### src/rtl/key_event_encoder.sv
// key_event_encoder: scans a debounced active-low key vector against a
// snapshot of the last reported state and queues press/release events.
//
// Ports:
//   clk_i        system clock, rising edge
//   rst_i        asynchronous active-high reset
//   keys_i       debounced keys, 0 = pressed, 1 = released
//   evt_valid_o  FIFO head holds an event
//   evt_ready_i  consumer takes the head event this cycle
//   evt_data_o   {press, key index}, first-word-fall-through
//   fifo_level_o entries currently queued
//   stall_o      scanner is blocked on a full FIFO
module key_event_encoder #(
  parameter int KEYS  = 61,
  parameter int IDX_W = 7,
  parameter int DEPTH = 16
) (
  input  logic                       clk_i,
  input  logic                       rst_i,
  input  logic [KEYS-1:0]            keys_i,
  output logic                       evt_valid_o,
  input  logic                       evt_ready_i,
  output logic [IDX_W:0]             evt_data_o,
  output logic [$clog2(DEPTH):0]     fifo_level_o,
  output logic                       stall_o
);

  localparam int PW = $clog2(DEPTH);
  localparam int SW = $clog2(KEYS);
  localparam logic [IDX_W-1:0] LAST = IDX_W'(KEYS - 1);
  localparam logic [PW:0] FULL_CNT = (PW + 1)'(DEPTH);

  logic [KEYS-1:0]  snap;
  logic [IDX_W-1:0] scan_idx;
  logic [IDX_W-1:0] scan_nxt;
  logic [SW-1:0]    sel;

  logic [IDX_W:0]   mem [DEPTH];
  logic [PW-1:0]    rd_ptr;
  logic [PW-1:0]    wr_ptr;
  logic [PW:0]      count;

  logic cur;
  logic diff;
  logic full;
  logic empty;
  logic push;
  logic pop;

  // scan_idx never exceeds KEYS-1, so its low bits address the vector
  assign sel   = scan_idx[SW-1:0];
  assign cur   = keys_i[sel];
  assign diff  = cur ^ snap[sel];

  assign full  = (count == FULL_CNT);
  assign empty = (count == '0);

  // push is gated on the pre-edge full flag even when a pop
  // happens in the same cycle
  assign push  = diff & ~full;
  assign pop   = ~empty & evt_ready_i;

  assign scan_nxt = (scan_idx == LAST) ? '0 : scan_idx + 1'b1;

  always_ff @(posedge clk_i or posedge rst_i) begin
    if (rst_i) begin
      snap     <= '1;
      scan_idx <= '0;
    end else begin
      if (push) begin
        snap[sel] <= cur;
      end
      // hold position while a difference waits for FIFO space
      if (!(diff && full)) begin
        scan_idx <= scan_nxt;
      end
    end
  end

  always_ff @(posedge clk_i) begin
    if (push) begin
      mem[wr_ptr] <= {~cur, scan_idx};
    end
  end

  always_ff @(posedge clk_i or posedge rst_i) begin
    if (rst_i) begin
      rd_ptr <= '0;
      wr_ptr <= '0;
      count  <= '0;
    end else begin
      if (push) begin
        wr_ptr <= wr_ptr + 1'b1;
      end
      if (pop) begin
        rd_ptr <= rd_ptr + 1'b1;
      end
      case ({push, pop})
        2'b10:   count <= count + 1'b1;
        2'b01:   count <= count - 1'b1;
        default: count <= count;
      endcase
    end
  end

  assign evt_valid_o  = ~empty;
  assign evt_data_o   = empty ? '0 : mem[rd_ptr];
  assign fifo_level_o = count;
  assign stall_o      = diff & full;

endmodule

### config.mk
export PLATFORM = sky130hd
export DESIGN_NAME = key_event_encoder
export DESIGN_NICKNAME = d
export VERILOG_FILES = /design/src/rtl/key_event_encoder.sv
export SDC_FILE = /design/constraint.sdc
export NUM_CORES = 1
export LEC_CHECK = 0
export CAP_MARGIN = 10
export CORE_AREA = 8 8 152 154
export CTS_BUF_LIST = sky130_fd_sc_hd__clkbuf_2 sky130_fd_sc_hd__clkbuf_4 sky130_fd_sc_hd__clkbuf_8
export CTS_CLUSTER_DIAMETER = 200
export DETAILED_ROUTE_END_ITERATION = 10
export DIE_AREA = 0 0 160 162
export PLACE_DENSITY = 0.66
export SETUP_SLACK_MARGIN = 0.2
export SLEW_MARGIN = 20
export SYNTH_ARGS = -nofsm -noshare
export SYNTH_HDL_FRONTEND = slang
export SYNTH_SLANG_ARGS = --single-unit
### constraint.sdc
create_clock -name clk_i -period 6 [get_ports clk_i]
set_input_delay 0.6 -clock clk_i [delete_from_list [all_inputs] [get_ports clk_i]]
set_output_delay 0.6 -clock clk_i [all_outputs]
set_load 0.02 [all_outputs]
==> impl_metrics.env <==
export IMPL_status="finished, final reports clean"
export IMPL_max_freq_ghz=0.189
export IMPL_avgSynthCellArea_um2=14.3
export IMPL_drt_initial_drc_count=536
export IMPL_dieArea_mm2=0.0259
export IMPL_dpl_instance_area_mm2=0.0112
export IMPL_first_pass_iters=6
export IMPL_finClkSkew_ns=0.0219
export IMPL_grt_pass1_vias=6995
export IMPL_rrSetupSlack_ns=0.82
export IMPL_fin_crit_sh_pct=88.2
export IMPL_relSlewSlack_pct=31.6
export IMPL_syn_area_mm2=0.0102
export IMPL_drc=0
export IMPL_syn_nets=790
export IMPL_nNetsFinal=862
export IMPL_setup_violations=0
export IMPL_stdcell_count=1089
export IMPL_cpPeakStageDelay_ns=0.72
export IMPL_synth_seq_cells=209
export IMPL_cts_inserted_buffers=36
export IMPL_worstPathArrival_ns=4.69
export IMPL_fin_area_mm2=0.0119
export IMPL_antenna_found_initial=0
export IMPL_pre_cts_slack_ns=0.892
export IMPL_cp_max_fo=35
export IMPL_htreeDepth=2
export IMPL_nFillCells=1719
export IMPL_path_delay_family="buffers and inverters"
export IMPL_rsz0062_at_grt="no"
export IMPL_cts_tree="built"
export IMPL_area_growth_pct=16.7
export IMPL_cts_sinks=209
export IMPL_synth_cell_types=59
export IMPL_leakage_uw=0.00419
export IMPL_timing_final_ws_setup_ns=0.707
export IMPL_power_total_uw=7480
export IMPL_cpMaxStageDelayCell="dfrtp_2"
export IMPL_cts_root_buf="clkbuf_8"
export IMPL_hold_viol=0
export IMPL_grt_usage_pct=19.7
export IMPL_post_cts_buffers=0
export IMPL_path_buf_inv=2
export IMPL_start_util_pct=49.4
export IMPL_mostFrequentLayoutCells="edfxtp_1 (128), clkdlybuf4s50_1 (78), dfstp_2 (61), mux4_2 (52), mux2_1 (48)"
export IMPL_crit_chain="buf_4 -> mux4_2 -> mux2i_1 -> o22ai_1 -> a211oi_1 -> nor4b_4 -> xnor2_4 -> and2_0 -> clkdlybuf4s50_1"
export IMPL_synthArstFlopShare_pct=38.8
export IMPL_peakVddDrop_mv=0.719
export IMPL_wl_per_cell_um=23.4
export IMPL_cts_resized=0
export IMPL_gr_total_overflow=0
export IMPL_critPathLaunchType="flop"
export IMPL_drt_wl_total_um=25400
export IMPL_place_hpwl_um=16500
export IMPL_layout_commonest_cell="edfxtp_1"
export IMPL_ctsLongestPathBuffers=3
export IMPL_synth_edf_count=128
export IMPL_vias=6708
export IMPL_die_width_um=160
export IMPL_clk_latency_ns=0.54
export IMPL_grt_pass1_wl_um=40200
export IMPL_tightest_slew_ns=1.03
export IMPL_cts_hold_buf=0
export IMPL_worstPathRequired_ns=5.40
export IMPL_port_buffers=78
export IMPL_slew_viol_final=0
export IMPL_fin_tns_setup_ns=0
export IMPL_power_density_mw_per_mm2=627
export IMPL_crit_path_end_kind="output pin"
export IMPL_io_pins=79
export IMPL_rows=53
export IMPL_synthCells=716
export IMPL_period_needed_ns=5.29
export IMPL_yosys_warnings=0
export IMPL_core_mm2=0.0207
export IMPL_ys_flop_type="edfxtp_1"
export IMPL_dp_cells=1025
export IMPL_hp_class="flop to flop"
export IMPL_dieHeight_um=162
export IMPL_crit_type="flop to output pin"
export IMPL_synth_seq_area_share_pct=58.2
export IMPL_grt_max_degree=76
export IMPL_max_cap_viol_count=0
export IMPL_place_congestion=0.852
export IMPL_clk_pin_slew_worst_paths_ns=0.06
export IMPL_drive_gt1_share_pct=26.0
export IMPL_viasPerCell=6.16
export IMPL_insertedDiodeCount=0
export IMPL_ant_nets=0
[state kept, by name (all words and copies together) (netlist names)]
name	cells
rd_ptr	4
mem	128
scan_idx	7
fifo_level_o	5
snap	61
wr_ptr	4
[metal layers]
metal / wire length (µm) / part of all wire (%) / up-vias / track usage, %
met3: 1730 / 6.8 / 49 / 3.90
li1: - / - / 2961 / -
met5: 0 / 0 / - / 0
met2: 12900 / 51 / 316 / 33.8
met4: 690 / 2.7 / 0 / 7.14
met1: 10100 / 40 / 3382 / 24.5
[area by class of cell]
type | count | area [µm²] | area share [%]
clock inverters | 10 | 106 | 0.892
multi-input cells | 430 | 3890 | 32.7
repair buffers | 97 | 923 | 7.75
well taps | 275 | 344 | 2.89
inverters | 14 | 53.8 | 0.451
flip-flops and latches | 209 | 5950 | 50.0
clock buffers | 54 | 643 | 5.40
[tightest hold or removal path: cells and delay by family (launching register included)]
kind | cells | cell delay, ns
AOI/OAI and AO/OA | 2 | 0.15
DFF | 1 | 0.37
[where the power goes]
group | switching, µW | internal [µW]
combinational | 2100 | 1340
sequential | 457 | 2240
clock | 568 | 775
total | 3120 | 4350
[per-stage QoR]
step,hold slack (ns),utilization [%]
2_1_floorplan,0.495,-
3_3_place_gp,0.507,54.0
3_5_place_dp,0.523,54.0
4_1_cts,0.531,57.6
5_1_grt,0.551,57.6
6_report,0.531,57.6
[path summary, 6_finish.rpt]
check / from / cells after the start / end
setup / recovery: scan_idx[0] / 9 / stall_o
hold / removal: snap[44] / 2 / snap[44]
setup reg to reg: scan_idx[0] / 18 / fifo_level_o[4]
hold reg to reg: snap[44] / 2 / snap[44]
max in group asynchronous: rst_i / 3 / snap[10]
min in group asynchronous: rst_i / 2 / snap[22]
[cells by family (layout without fill, tap and decap cells)]
kind of cell    Yosys count  in the layout  synth area share [%]
fa+ha+maj                10             10                  1.22
simple gates            191            191                  10.0
xor+xnor                 13             13                  1.30
buf+inv                  77            175                  3.67
compound gates           95             95                  6.65
mux                     121            121                  18.9
flops                   209            209                  58.2
[cell usage after synthesis, drive strengths merged (6+ instances only)]
| cell | n | share of area, % |
|---|---|---|
| dfstp | 61 | 16 |
| nand4 | 44 | 2.7 |
| nand3 | 24 | 1.2 |
| nor2b | 15 | 0.92 |
| inv | 14 | 0.51 |
| nand2 | 22 | 0.81 |
| dfrtp | 20 | 4.9 |
| a21oi | 12 | 0.59 |
| nor3 | 14 | 0.69 |
| xor2 | 6 | 0.51 |
| o22ai | 7 | 0.43 |
| ha | 10 | 1.2 |
| buf | 35 | 2.1 |
| mux2i | 14 | 1.4 |
| mux4 | 52 | 11 |
| nor2 | 39 | 1.4 |
| a31oi | 27 | 1.7 |
| and3 | 7 | 0.43 |
| nand2b | 6 | 0.37 |
| a22oi | 6 | 0.44 |
| edfxtp | 128 | 38 |
| clkbuf | 28 | 1.0 |
| xnor2 | 7 | 0.78 |
| mux2 | 55 | 6.1 |
Note: power is estimated with default switching activity, not from simulation.
